==> src/rtl/shift_seq_ctrl_pkg.sv <==
// ---------------------------------------------------------------------------
// shift_seq_ctrl_pkg : op codes, FSM states and sizing helpers for the shifter
// Revision: 1.0
// ---------------------------------------------------------------------------
`default_nettype none

package shift_seq_ctrl_pkg;

  localparam int DEF_WIDTH = 32;
  localparam int DEF_AMT_W = 5;

  typedef enum logic [1:0] {
    OP_SHL = 2'b00,
    OP_SHR = 2'b01,
    OP_SAR = 2'b10,
    OP_ROL = 2'b11
  } op_e;

  typedef enum logic [1:0] {
    ST_IDLE  = 2'b00,
    ST_SHIFT = 2'b01,
    ST_DONE  = 2'b10
  } state_e;

  // Stage counter needs to index AMT_W stages; keep at least one bit.
  function automatic int cnt_width(input int amt_w);
    return (amt_w > 1) ? $clog2(amt_w) : 1;
  endfunction

endpackage

`default_nettype wire

==> src/rtl/shift_seq_ctrl_if.sv <==
// ---------------------------------------------------------------------------
// shift_seq_ctrl_if : request/result handshake bundle of the shift sequencer
// Revision: 1.0
// ---------------------------------------------------------------------------
`default_nettype none

interface shift_seq_ctrl_if #(
  parameter int WIDTH = 32,
  parameter int AMT_W = 5
);

  logic             in_valid;
  logic             in_ready;
  logic [WIDTH-1:0] in_data;
  logic [AMT_W-1:0] in_amt;
  logic [1:0]       in_op;
  logic             out_valid;
  logic             out_ready;
  logic [WIDTH-1:0] out_data;
  logic             busy;

  modport master (
    output in_valid, in_data, in_amt, in_op, out_ready,
    input  in_ready, out_valid, out_data, busy
  );

  modport slave (
    input  in_valid, in_data, in_amt, in_op, out_ready,
    output in_ready, out_valid, out_data, busy
  );

endinterface

`default_nettype wire

==> src/rtl/shift_seq_ctrl_stage.sv <==
// ---------------------------------------------------------------------------
// shift_seq_ctrl_stage : one power-of-two shift step (2**idx) for the given op
// Revision: 1.0
// ---------------------------------------------------------------------------
`default_nettype none

module shift_seq_ctrl_stage
  import shift_seq_ctrl_pkg::*;
#(
  parameter int WIDTH = 32,
  parameter int AMT_W = 5,
  parameter int CNT_W = 3
) (
  input  logic [WIDTH-1:0] d,
  input  logic [CNT_W-1:0] idx,
  input  op_e              op,
  output logic [WIDTH-1:0] q
);

  logic [AMT_W-1:0][WIDTH-1:0] variant;

  for (genvar k = 0; k < AMT_W; k++) begin : g_stage
    localparam int S = 1 << k;
    logic [WIDTH-1:0] rol;
    assign rol = {d[WIDTH-1-S:0], d[WIDTH-1:WIDTH-S]};
    assign variant[k] = (op == OP_SHL) ? (d << S) :
                        (op == OP_SHR) ? (d >> S) :
                        (op == OP_SAR) ? WIDTH'($signed(d) >>> S) :
                                         rol;
  end

  always_comb begin
    q = d;
    for (int k = 0; k < AMT_W; k++) begin
      if (idx == CNT_W'(k)) q = variant[k];
    end
  end

endmodule

`default_nettype wire

==> src/rtl/shift_seq_ctrl.sv <==
// ---------------------------------------------------------------------------
// shift_seq_ctrl : multi-cycle shift sequencer, one 2**k stage per clock (MSB first)
// Revision: 1.0
// ---------------------------------------------------------------------------
`default_nettype none

module shift_seq_ctrl
  import shift_seq_ctrl_pkg::*;
#(
  parameter int WIDTH     = DEF_WIDTH,
  parameter int AMT_W     = DEF_AMT_W,
  parameter int ZERO_SKIP = 1
) (
  input  logic            clk,
  input  logic            rst,
  shift_seq_ctrl_if.slave io
);

  localparam int             CNT_W   = cnt_width(AMT_W);
  localparam logic [CNT_W-1:0] CNT_TOP = CNT_W'(AMT_W - 1);

  state_e           state_q, state_d;
  logic [WIDTH-1:0] data_q,  data_d;
  logic [AMT_W-1:0] amt_q,   amt_d;
  op_e              op_q,    op_d;
  logic [CNT_W-1:0] cnt_q,   cnt_d;
  logic [WIDTH-1:0] stage_out;

  shift_seq_ctrl_stage #(
    .WIDTH (WIDTH),
    .AMT_W (AMT_W),
    .CNT_W (CNT_W)
  ) u_stage (
    .d   (data_q),
    .idx (cnt_q),
    .op  (op_q),
    .q   (stage_out)
  );

  always_comb begin
    state_d = state_q;
    data_d  = data_q;
    amt_d   = amt_q;
    op_d    = op_q;
    cnt_d   = cnt_q;
    unique case (state_q)
      ST_IDLE: begin
        // in_ready is IDLE-and-not-in-reset; reset already overrides the flops.
        if (io.in_valid) begin
          data_d  = io.in_data;
          amt_d   = io.in_amt;
          op_d    = op_e'(io.in_op);
          cnt_d   = CNT_TOP;
          state_d = ((ZERO_SKIP != 0) && (io.in_amt == '0)) ? ST_DONE : ST_SHIFT;
        end
      end
      ST_SHIFT: begin
        if (amt_q[cnt_q]) data_d = stage_out;
        if (cnt_q == '0) begin
          state_d = ST_DONE;
          cnt_d   = CNT_TOP;
        end else begin
          cnt_d   = cnt_q - 1'b1;
        end
      end
      ST_DONE: begin
        if (io.out_ready) state_d = ST_IDLE;
      end
      default: state_d = ST_IDLE;
    endcase
  end

  always_ff @(posedge clk or posedge rst) begin
    if (rst) begin
      state_q <= ST_IDLE;
      data_q  <= '0;
      amt_q   <= '0;
      op_q    <= OP_SHL;
      cnt_q   <= CNT_TOP;
    end else begin
      state_q <= state_d;
      data_q  <= data_d;
      amt_q   <= amt_d;
      op_q    <= op_d;
      cnt_q   <= cnt_d;
    end
  end

  assign io.in_ready  = (state_q == ST_IDLE) && !rst;
  assign io.out_valid = (state_q == ST_DONE);
  assign io.out_data  = data_q;
  assign io.busy      = (state_q != ST_IDLE);

endmodule

`default_nettype wire

==> src/flat_wrapper.sv <==
// flat-port wrapper written by rule: the top's interface ports become plain ports
module shift_seq_ctrl_flat import shift_seq_ctrl_pkg::*;
#(
  parameter int WIDTH     = DEF_WIDTH,
  parameter int AMT_W     = DEF_AMT_W,
  parameter int ZERO_SKIP = 1
)
  (clk, rst, io_in_valid, io_in_data, io_in_amt, io_in_op, io_out_ready, io_in_ready, io_out_valid, io_out_data, io_busy);
  shift_seq_ctrl_if #(.WIDTH(WIDTH), .AMT_W(AMT_W)) io_i ();
  input  logic clk;
  input  logic rst;
  input wire logic [$bits(io_i.in_valid)-1:0] io_in_valid;
  input wire logic [$bits(io_i.in_data)-1:0] io_in_data;
  input wire logic [$bits(io_i.in_amt)-1:0] io_in_amt;
  input wire logic [$bits(io_i.in_op)-1:0] io_in_op;
  input wire logic [$bits(io_i.out_ready)-1:0] io_out_ready;
  output wire logic [$bits(io_i.in_ready)-1:0] io_in_ready;
  output wire logic [$bits(io_i.out_valid)-1:0] io_out_valid;
  output wire logic [$bits(io_i.out_data)-1:0] io_out_data;
  output wire logic [$bits(io_i.busy)-1:0] io_busy;
  assign io_i.in_valid = io_in_valid;
  assign io_i.in_data = io_in_data;
  assign io_i.in_amt = io_in_amt;
  assign io_i.in_op = io_in_op;
  assign io_i.out_ready = io_out_ready;
  assign io_in_ready = io_i.in_ready;
  assign io_out_valid = io_i.out_valid;
  assign io_out_data = io_i.out_data;
  assign io_busy = io_i.busy;
  shift_seq_ctrl #(.WIDTH(WIDTH), .AMT_W(AMT_W), .ZERO_SKIP(ZERO_SKIP)) u_core (.clk(clk), .rst(rst), .io(io_i));
endmodule
==> config.mk <==
export PLATFORM = sky130hd
export DESIGN_NAME = shift_seq_ctrl_flat
export DESIGN_NICKNAME = d
export VERILOG_FILES = /design/src/rtl/shift_seq_ctrl_pkg.sv /design/src/rtl/shift_seq_ctrl_if.sv /design/src/rtl/shift_seq_ctrl_stage.sv /design/src/rtl/shift_seq_ctrl.sv /design/src/flat_wrapper.sv
export SDC_FILE = /design/constraint.sdc
export NUM_CORES = 1
export LEC_CHECK = 0
export CAP_MARGIN = 20
export CORE_MARGIN = 2
export CORE_UTILIZATION = 53
export CTS_BUF_LIST = sky130_fd_sc_hd__clkbuf_16
export DETAILED_ROUTE_END_ITERATION = 6
export MAX_ROUTING_LAYER = met4
export PLACE_DENSITY = 0.79
export SYNTH_ARGS = -nofsm -noshare
export SYNTH_HDL_FRONTEND = slang
export SYNTH_HIERARCHICAL = 1
export SYNTH_SLANG_ARGS = --single-unit
==> constraint.sdc <==
create_clock -name clk -period 5.3 [get_ports clk]
set_clock_uncertainty 0.1 [all_clocks]
set_input_delay 0.53 -clock clk [delete_from_list [all_inputs] [get_ports clk]]
set_output_delay 0.53 -clock clk [all_outputs]
set_load 0.02 [all_outputs]
After elaboration in Yosys (flattened, before gate mapping). Cells that the tools add are included.

Bits in registers: 44. Output and inout bits: 35. Logic and storage cells: 72.

Add/subtract/negate cells: 1. $lt $le $gt $ge: 1. Equal/unequal tests: 18. Mux-type cells: 33. Reduce and logical (&&, ||, !) cells: 13.

Operators by type and width (count): $mux W32 (22); $pmux W32 S2 (1); $ne A5 B5 Y1 const B (5); $reduce_and A9 Y1 (1); $mux W2 (4); $eq A3 B2 Y1 const B (2); $mux W3 (2); $ne A6 B5 Y1 const B (1); $pmux W2 S3 (1); $pmux W3 S2 (1); $logic_not A5 Y1 (1); $eq A2 B1 Y1 const B (2); $eq A2 B2 Y1 const B (2); $logic_not A2 Y1 (2); $lt A3 B4 Y1 const B (1); $ne A2 B1 Y1 const B (2); $ne A2 B2 Y1 const B (2); $reduce_and A2 Y1 (2); $reduce_and A4 Y1 (1); $reduce_bool A2 Y1 (2); $bmux W1 S3 (1); $eq A3 B1 Y1 const B (1); $eq A3 B3 Y1 const B (1); $logic_not A3 Y1 (1); 5 further kinds (5).

Depth between registers and ports, before layout. Gate-level depths: netlist (run 1).

Depth after elaboration: 11. Depth in mapped cells: 10. Gate-level depth less buffers: 7.

Hierarchy. Netlist (run 1), hierarchy kept.

By module, submodules not included: shift_seq_ctrl_stage (times used 1, cells each 446, area each 2612.5 µm²); shift_seq_ctrl (times used 1, cells each 157, area each 2175.8 µm²).

Worst setup path after synthesis (run 1). No wires, ideal clock.

Path type: register -> register. From: register u_core.cnt_q[1]. To: register u_core.data_q[7], in the netlist u_core/io.out_data[7]. Library setup time: 0.125 ns. Arrival time: 2.196 ns. Slack: 2.880 ns. Stages on the path, launching flop included: 9. Buffers on the path: 2. Clock period less this slack: 2.420 ns. Cells stage by stage: dfrtp_1 > buf_6 > or2_1 > buf_6 > a32oi_1 > o21ai_0 > or4_1 > mux2_2 > mux2_2.

Word-level cells in the longest chain between the ends: 7. Elaborated cells on any way between the ends: 16. Those cells by class: eq/ne: 6; mux: 8; reduce/logical: 2.

RTL lines: start: declaration (RTL line shift_seq_ctrl.sv:26) `logic [CNT_W-1:0] cnt_q, cnt_d;`; start signal: assignment (RTL line shift_seq_ctrl.sv:85) `cnt_q <= cnt_d;`; $eq A3 B1 Y1 (RTL line shift_seq_ctrl_stage.sv:35) `if (idx == CNT_W'(k)) q = variant[k];`; $mux W32 (3 in a row) (RTL line shift_seq_ctrl_stage.sv:35); $mux W32 (*) (RTL line shift_seq_ctrl_stage.sv:35); net u_core.stage_out[7] (RTL line shift_seq_ctrl.sv:27) `logic [WIDTH-1:0] stage_out;`; $mux W32 (*) (RTL line shift_seq_ctrl.sv:58) `if (amt_q[cnt_q]) data_d = stage_out;`; $pmux W32 S2 (*) (RTL line shift_seq_ctrl.sv:46) `unique case (state_q)`; end signal: assignment (RTL line shift_seq_ctrl.sv:82) `data_q <= data_d;`; end: declaration (RTL line shift_seq_ctrl.sv:23) `logic [WIDTH-1:0] data_q, data_d;`.

Mark *: on every way through the listed nets, which the timed path passes. The rest lies on a longest branch. The select of a mux whose other input is x is not followed. A chain may end at the register's enable or synchronous reset.

Worst setup path in the final report (run 1).
From: register u_core.op_q[1]. To: register u_core.data_q[6], in the netlist u_core/io.out_data[6].

Word-level cells in the longest chain between the ends: 11. Elaborated cells on any way between the ends: 24. Those cells by class: eq/ne: 2; mux: 21; reduce/logical: 1.

RTL lines: start: declaration (RTL line shift_seq_ctrl.sv:25) `op_e op_q, op_d;`; start signal: assignment (RTL line shift_seq_ctrl.sv:84) `op_q <= op_d;`; $eq A2 B2 Y1 (RTL line shift_seq_ctrl_stage.sv:28) `(op == OP_SAR) ? WIDTH'($signed(d) >>> S) :`; $mux W32 (RTL line shift_seq_ctrl_stage.sv:28); $mux W32 (RTL line shift_seq_ctrl_stage.sv:27) `(op == OP_SHR) ? (d >> S) :`; $mux W32 (RTL line shift_seq_ctrl_stage.sv:26) `assign variant[k] = (op == OP_SHL) ? (d << S) :`; $mux W32 (4 in a row) (RTL line shift_seq_ctrl_stage.sv:35); $mux W32 (*) (RTL line shift_seq_ctrl_stage.sv:35); net u_core.stage_out[6] (RTL line shift_seq_ctrl.sv:27); $mux W32 (*) (RTL line shift_seq_ctrl.sv:58); $pmux W32 S2 (*) (RTL line shift_seq_ctrl.sv:46).

Marks and branches as above.

==> results of run 1 <==
==> cell usage in the layout, fill, tap and decap left out, types with 3 or more instances in the layout <==
cell type        Yosys  layout
o21ai_1              4       4
a22oi_1             13      13
o211ai_1             6       6
a311oi_1             4       4
o21ai_0             29      29
nand3_1             31      31
a22o_1               4       4
o22ai_1             13      13
a32oi_1              6       6
mux2i_1              5       5
a32o_1               7       7
mux2_2              80      80
and3_1               4       4
o221ai_1             5       5
dfrtp_1             43      43
nand3b_1             3       3
nor2_1              23      22
nor3_1              12      12
nor2b_1              4       4
nor2_2               5       6
inv_1               12      11
nand2b_1             4       4
clkbuf_16            0       5
a211oi_1            10      10
a21oi_1             59      59
buf_4                3       8
a31oi_1             13      13
o32ai_1              4       4
nor4_1               6       6
nand2_1             92      92
clkdlybuf4s50_1      0      77
==> worst paths after layout <==
kind,endpoint,slack (ps),depth (start not counted)
worst max-delay path,u_core/io.out_data[6],1760,9
worst min register to register,u_core/amt_q[3],410,1
worst max register to register,u_core/io.out_data[6],1760,9
max in group asynchronous,u_core/io.out_data[21],4050,3
worst min-delay path,u_core/amt_q[3],410,1
min in group asynchronous,u_core/amt_q[1],620,3
==> worst max-delay path: cells and delay by family, from the launching register on <==
family                 cells  cell delay, ps
XOR/XNOR                   1             510
multiplexers               2             350
AO/OA/AOI/OAI              4             970
flip-flops                 1             730
buffers and inverters      2             800
==> metal layers <==
metal / GRT usage (%) / part of all wire, % / wire length, µm / up-vias
met4: 18.34 / 6.2 / 1181 / 0
met1: 50.15 / 37 / 7016 / 2533
met2: 57.02 / 42 / 7976 / 525
met5: - / 0 / 0 / -
met3: 11.56 / 15 / 2814 / 137
li1: - / - / - / 2326
==> area by class of cell <==
type	count	area share [%]
Clock inverter	3	0.3344
Tap cell	108	2.408
Multi-Input combinational cell	486	58.80
Clock buffer	5	2.230
Inverter	12	0.8027
Timing Repair Buffer	87	15.79
Sequential cell	44	19.64
==> cell families after synthesis <==
logic type / after synthesis
xor gates and xnor gates: 2
buffers and inverters: 73
AOI/OAI and AO/OA: 196
adders and majority gates: 1
muxes: 89
and+or+nand+nor: 198
DFF: 44
==> per-stage QoR <==
| stage | cell area [µm²] | hold WS (ps) |
|---|---|---|
| finish | 5612 | 411.1 |
| detailed placement | 5413 | 393.6 |
| floorplan | 4788 | 375.0 |
| global route | 5612 | 421.8 |
| global placement | 5413 | 397.4 |
| CTS | 5557 | 411.7 |
==> flip-flops by register name, summed over array words and instances, names as in the netlist <==
register            flops
u_core/amt_q            5
u_core/state_q          2
u_core/io.out_data     32
u_core/cnt_q            3
u_core/op_q             2
==> results.yml, run 1 <==
status:
  outcome: "complete, but fails checks"
  violations: "design-rule violations"
grt:
  grt_max_degree: 45
  overflow: 0
  grt_pass1_vias: 5174
  grt_pass1_wl_um: 29460
  gr-usage-all-layers_pct: 39.26
  antenna_found_initial: 0
clocking:
  post-cts-setup-buffer-count: 0
  cts_buffers: 5
  clockRootBuffer: "clkbuf_16"
  clk_latency_ps: 290
  cts.sinks: 44
  cts.clk_slew.worst_paths_ps: 70
  cts_max_level: 2
  cts-resized-gates: 0
  cts_tree: "built"
  ctsHoldBuffers: 0
  cts_max_path_buffers: 2
yosys:
  ys_seq_area_share_pct: 23.02
  avgSynthCellArea_um2: 7.941
  yosys_warnings: 6
  netlist_instances: 603
  synth_compound_area_share_pct: 26.89
  yosys.area.top_type_share_pct: 22.47
  netlist_area_um2: 4788
  synthMostInstantiatedCell: "nand2_1"
  yosys-mux-area-fraction_pct: 21.27
  synth.distinct_cells: 64
  synth-xor-area-share_pct: 1.150
  synth.top_cells.by_area: "dfrtp_1, mux2_2, nand2_1, a21oi_1, nand3_1"
  syn-num-nets: 647
  synthSimpleGateAreaFrac_pct: 19.28
  synthArstFlopShare_pct: 100.0
  ys_top_cells_by_count: "nand2_1, mux2_2, a21oi_1"
  synth_edf_count: 0
  synth_fa_ha_area_share_pct: 0.2613
  ys_ff_latch: 44
  synth_top_family_by_area: "compound AO/OA/AOI/OAI gates"
  yosys.area.top_type: "dfrtp_1"
  synthFlopType: "dfrtp_1"
worst_setup_path:
  crit_path_max_fanout: 29
  cp.arrival_ps: 3670
  cp.required_ps: 5430
  endpoint_kind: "flip-flop"
  rr_startpoint: "u_core/op_q[1]"
  cp_cell_sequence: "buf_4, xor2_4, buf_4, a21oi_1, a211oi_1, a211oi_1, o221ai_1, mux2_2, mux2_2"
  worstSetupPathType: "reg2reg"
  worstSetupStartpoint: "u_core/op_q[1]"
  critPathSlowestCell: "dfrtp_1"
  slowest_delay_ps: 730
  cp-start-kind: "flip-flop"
floorplanning:
  die_w_um: 99.05
  core_area_um2: 8721
  ios: 78
  num_rows: 34
  dieArea_um2: 9811
  die_y_um: 99.05
  start_util_pct: 54.91
placed_design:
  pre_cts_ws_ps: 1860
  gp_congestion: 1.121
  dpl.hpwl_um: 12700
  port_buffers: 77
  dp.cells: 735
detailed_routing:
  drc: 57
  antenna_left: 0
  post_drt_wl_per_cell_um: 25.49
  dr.first_iter.drc_count: 1176
  vias: 5521
  drt_wl_total_um: 18990
  first_pass_iters: 7
  vias_per_cell: 7.411
timing:
  hold_viol: 0
  tns_ps: 0
  slew_viol_final: 0
  timing.final.ws_setup_ps: 1764
  post-route-min-period_ps: 3536
  rsz0062_at_grt: "no"
  slew_headroom_pct: 27.98
  setup_viol: 0
  min_period_over_period_pct: 66.71
  fmax_ghz: 0.2828
  worst_slew_pin_slew_ps: 1078
final_layout:
  fill_cells: 779
  layout-drive-gt1-share_pct: 18.21
  final_cells: 745
  area.growth.synth_to_final_pct: 17.19
  multi_input_area_um2: 3299
  nNetsFinal: 680
  antennaDiodeCount: 0
  fin_util_pct: 64.35
  regArea_um2: 1102
run:
  cap_violations: 0
min_path:
  hp-class: "reg2reg"
  min_from: "u_core/amt_q[3]"
Power of run 1 is left out: the tool's default activity adds up to more than one toggle a clock period on the data nets, which glitch-free logic cannot reach.
==> inputs of run 2 (changes only) <==
--- a/config.mk
+++ b/config.mk
@@ -7,11 +7,11 @@
 export LEC_CHECK = 0
 export CAP_MARGIN = 20
 export CORE_MARGIN = 2
-export CORE_UTILIZATION = 53
+export CORE_UTILIZATION = 50
 export CTS_BUF_LIST = sky130_fd_sc_hd__clkbuf_16
 export DETAILED_ROUTE_END_ITERATION = 6
 export MAX_ROUTING_LAYER = met4
-export PLACE_DENSITY = 0.79
+export PLACE_DENSITY = 0.78
 export SYNTH_ARGS = -nofsm -noshare
 export SYNTH_HDL_FRONTEND = slang
 export SYNTH_HIERARCHICAL = 1
==> constraint.sdc (replaced) <==
create_clock -name clk -period 2.85 [get_ports clk]
set_clock_uncertainty 0.1 [all_clocks]
set_input_delay 0.285 -clock clk [delete_from_list [all_inputs] [get_ports clk]]
set_output_delay 0.285 -clock clk [all_outputs]
set_load 0.02 [all_outputs]
==> results.yml, run 2 (synthesized netlist as in run 1, its figures left out) <==
detailed_routing:
  vias: 5829
  routed.top_layer: "met4"
  vias_per_cell: 7.152
  antenna_left: 0
  wl_met3_um: 3141
  wl_met1_um: 7591
  drt_wl_total_um: 20700
  wl_met2_um: 8633
  post_drt_wl_per_cell_um: 25.40
  first_pass_iters: 7
  dr.first_iter.drc_count: 1121
  drc: 1
worst_setup_path:
  cp.required_ps: 2920
  cp.arrival_ps: 2760
  r2r_setup_slack_ps: 170
  cp-start-kind: "flip-flop"
  worstSetupPathType: "reg2reg"
  crit_path_max_fanout: 12
  endpoint_kind: "flip-flop"
clocking:
  ctsHoldBuffers: 0
  cts.clk_slew.worst_paths_ps: 70
  clk_latency_ps: 290
  cts.sinks: 44
  post-cts-setup-buffer-count: 0
  cts_max_path_buffers: 2
  cts_buffers: 5
  clockRootBuffer: "clkbuf_16"
  cts_tree: "built"
  cts_max_level: 2
final_layout:
  final_cell_mix: "nand2_1, mux2_2, clkdlybuf4s50_1"
  antennaDiodeCount: 0
  layout_commonest_cell: "nand2_1"
  largest_reg_flops: 32
  nNetsFinal: 729
  design_area_um2: 6027
  area.growth.synth_to_final_pct: 25.87
  layout-drive-gt1-share_pct: 24.64
floorplanning:
  die_y_um: 101.9
  ios: 78
  dieArea_um2: 10380
  start_util_pct: 51.58
  num_rows: 35
  core_area_um2: 9284
  die_w_um: 101.9
timing:
  rsz0062_at_grt: "no"
  hold_viol: 0
  tns_ps: 0
  post-route-min-period_ps: 2684
  slew_headroom_pct: 43.35
  slew_viol_final: 0
  setup_viol: 0
  holdWs_ps: 97.73
  worst_slew_pin_slew_ps: 849.8
  fmax_ghz: 0.3726
  min_period_over_period_pct: 94.16
grt:
  gr-usage-all-layers_pct: 41.62
  overflow: 0
  grt_pass1_wl_um: 31770
  grt_pass1_vias: 5651
  grt_max_degree: 36
  antenna_found_initial: 0
min_path:
  hp-class: "in2async"
placed_design:
  port_buffers: 77
  gp_congestion: 1.174
  placed_area_um2: 5852
  dpl.hpwl_um: 14980
status:
  outcome: "complete, but fails checks"
  violations: "design-rule violations"
run:
  cap_violations: 0
[run 2: cell count changes in the layout (fill, tap and decap cells not counted)]
| cell | before | now |
|---|---|---|
| dfrtp_2 | 0 | 3 |
| dfrtp_1 | 43 | 40 |
| a2111oi_2 | 0 | 1 |
| a2111oi_1 | 0 | 1 |
| buf_4 | 8 | 55 |
| a2111oi_0 | 2 | 0 |
| buf_12 | 0 | 4 |
| buf_16 | 2 | 0 |
[run 2: layer usage]
metal	vias up	track usage [%]
met3	160	12.45
met1	2687	52.81
met2	546	59.82
met4	0	21.54
met5	-	-
li1	2436	-
[run 2: final timing paths]
path                            cells past startpoint                      to            start
worst max-delay path                                7  u_core/io.out_data[18]  u_core/cnt_q[2]
worst min-delay path                                2         u_core/amt_q[4]              rst
worst max register to register                      7  u_core/io.out_data[18]  u_core/cnt_q[2]
worst min register to register                      1         u_core/amt_q[0]  u_core/amt_q[0]
max in group asynchronous                           4   u_core/io.out_data[6]              rst
min in group clk                                    1         u_core/amt_q[0]  u_core/amt_q[0]
[run 2: area by class of cell]
class | count | area, µm²
inverter | 12 | 45.04
timing repair buffer | 136 | 1264
fill | 838 | 3257
clock inverter | 3 | 18.77
multi-input combinational | 486 | 3307
tap | 129 | 161.4
sequential | 44 | 1106
clock buffer | 5 | 125.1
[run 2: worst max-delay path, stage by stage, from the launching register on]
cell	delay [ps]
dfstp_2	660
or3b_1	440
nor2_2	420
nand2_1	140
o21ai_0	120
o21ai_0	150
mux2_2	280
mux2_2	270
[run 2: through the flow]
| stage | util, % | std cells | worst slack, ps |
|---|---|---|---|
| finish | 64.92 | 815 | 166.4 |
| CTS | 64.60 | 814 | 75.65 |
| floorplan | - | 603 | 429.7 |
| global placement | 63.03 | 806 | -70.33 |
| global route | 64.92 | 815 | 97.75 |
| detailed placement | 63.03 | 806 | -45.89 |
[run 2: timing repair]
| item | in CTS | in global routing |
|---|---|---|
| resized for setup | 1 | 5 |
| setup endpoints to repair | 1 | 3 |
| pin swaps | 0 | 0 |
Power of run 2 is left out for the same reason.
==> inputs of run 3 (changes only) <==
--- a/config.mk
+++ b/config.mk
@@ -7,11 +7,12 @@
 export LEC_CHECK = 0
 export CAP_MARGIN = 20
 export CORE_MARGIN = 2
-export CORE_UTILIZATION = 50
+export CORE_UTILIZATION = 40
 export CTS_BUF_LIST = sky130_fd_sc_hd__clkbuf_16
 export DETAILED_ROUTE_END_ITERATION = 6
 export MAX_ROUTING_LAYER = met4
-export PLACE_DENSITY = 0.78
+export PLACE_DENSITY = 0.65
+export SLEW_MARGIN = 10
 export SYNTH_ARGS = -nofsm -noshare
 export SYNTH_HDL_FRONTEND = slang
 export SYNTH_HIERARCHICAL = 1
==> constraint.sdc (replaced) <==
create_clock -name clk -period 2.85 [get_ports clk]
set_clock_uncertainty 0.1 [all_clocks]
set_input_delay 0.285 -clock clk [delete_from_list [all_inputs] [get_ports clk]]
set_output_delay 0.285 -clock clk [all_outputs]
set_load 0.1 [all_outputs]
==> results.yml, run 3 (synthesized netlist as in run 1, its figures left out) <==
detailed_routing:
  vias_per_cell: 6.761
  drt_wl_total_um: 22580
  antenna_left: 0
  post_drt_wl_per_cell_um: 26.85
  vias: 5686
  drc: 0
  first_pass_iters: 7
  dr.first_iter.drc_count: 824
floorplanning:
  die_y_um: 113.4
  start_util_pct: 41.40
  die_w_um: 113.4
  core_area_um2: 11560
  num_rows: 39
  ios: 78
  dieArea_um2: 12860
placed_design:
  gp_congestion: 1.067
  port_buffers: 77
  dpl.hpwl_um: 16470
worst_setup_path:
  cp-start-kind: "flip-flop"
  worstSetupPathType: "reg2reg"
  cp.required_ps: 2940
  crit_cells: 8
  endpoint_kind: "flip-flop"
  cp.arrival_ps: 2800
  crit_family: "flip-flops"
  r2r_cells: 8
  critPathSlowestCell: "dfrtp_1"
  crit_path_max_fanout: 14
  slowest_delay_ps: 610
  crit_buf_inv: 1
  rr_startpoint: "u_core/cnt_q[1]"
  worstSetupStartpoint: "u_core/cnt_q[1]"
  cp_cell_sequence: "nand2b_1, buf_4, nor2_2, a32o_1, a31oi_1, a32o_1, mux2_2, mux2_2"
clocking:
  cts_max_path_buffers: 2
  clk_latency_ps: 310
  clockRootBuffer: "clkbuf_16"
  cts.sinks: 44
  cts_buffers: 5
  ctsHoldBuffers: 0
  post-cts-setup-buffer-count: 0
  cts_max_level: 2
  cts.clk_slew.worst_paths_ps: 80
  cts_tree: "built"
  cts-resized-gates: 0
final_layout:
  layout_commonest_cell: "buf_4"
  nNetsFinal: 741
  layout-drive-gt1-share_pct: 30.66
  antennaDiodeCount: 0
  area.growth.synth_to_final_pct: 26.34
  largest_reg_flops: 32
  fill_cells: 1154
  final_cell_mix: "buf_4, nand2_1, mux2_2"
timing:
  min_period_over_period_pct: 95.22
  slew_viol_final: 0
  hold_viol: 0
  worst_slew_pin_slew_ps: 798.4
  fmax_ghz: 0.3685
  tns_ps: 0
  post-route-min-period_ps: 2714
  slew_headroom_pct: 46.77
  setup_viol: 0
  rsz0062_at_grt: "no"
grt:
  grt_pass1_vias: 5352
  antenna_found_initial: 0
  grt_pass1_wl_um: 33780
  gr-usage-all-layers_pct: 36.10
  grt_max_degree: 45
  overflow: 0
min_path:
  hp-class: "in2async"
status:
  outcome: "complete, no violations"
run:
  cap_violations: 0
-- run 3: per-stage QoR --
step | setup slack [ps] | area (µm²) | utilization [%] | hold WS [ps] | instances
floorplan | 102.1 | 4788 | - | 336.7 | 603
global placement | 128.6 | 5879 | 50.84 | 387.5 | 833
detailed placement | 89.72 | 5879 | 50.84 | 403.6 | 833
CTS | 93.52 | 6047 | 52.29 | 286.6 | 841
global route | 44.95 | 6050 | 52.31 | 306.7 | 841
finish | 136.3 | 6050 | 52.31 | 275.7 | 841
-- run 3: tightest hold or removal path, cell delays in order --
cell and delay (ps):
clkdlybuf4s50_1 440, clkinv_1 70, buf_4 280
-- run 3: cell type report --
cell class	count	area (µm²)	area share [%]
well taps	143	178.9	2.958
repair buffers	148	1254	20.72
multi-input cells	486	3299	54.54
clock buffers	5	125.1	2.068
inverters	12	45.04	0.7446
flip-flops and latches	44	1105	18.26
clock inverters	3	42.54	0.7032
-- run 3: path summary, 6_finish.rpt --
check | to | slack [ps]
max | u_core/io.out_data[12] | 140
min | u_core/io.out_data[29] | 280
max reg2reg | u_core/io.out_data[12] | 140
min reg2reg | u_core/amt_q[0] | 410
max in group asynchronous | u_core/cnt_q[2] | 2030
min in group clk | u_core/amt_q[0] | 410
-- run 3: per-layer routing --
| metal | vias up | track usage [%] | share of wire, % |
|---|---|---|---|
| li1 | 2463 | - | - |
| met1 | 2703 | 49.95 | 41 |
| met2 | 438 | 51.94 | 44 |
| met3 | 82 | 7.492 | 11 |
| met4 | 0 | 13.82 | 4.3 |
| met5 | - | - | 0 |
Power of run 3 is left out for the same reason.
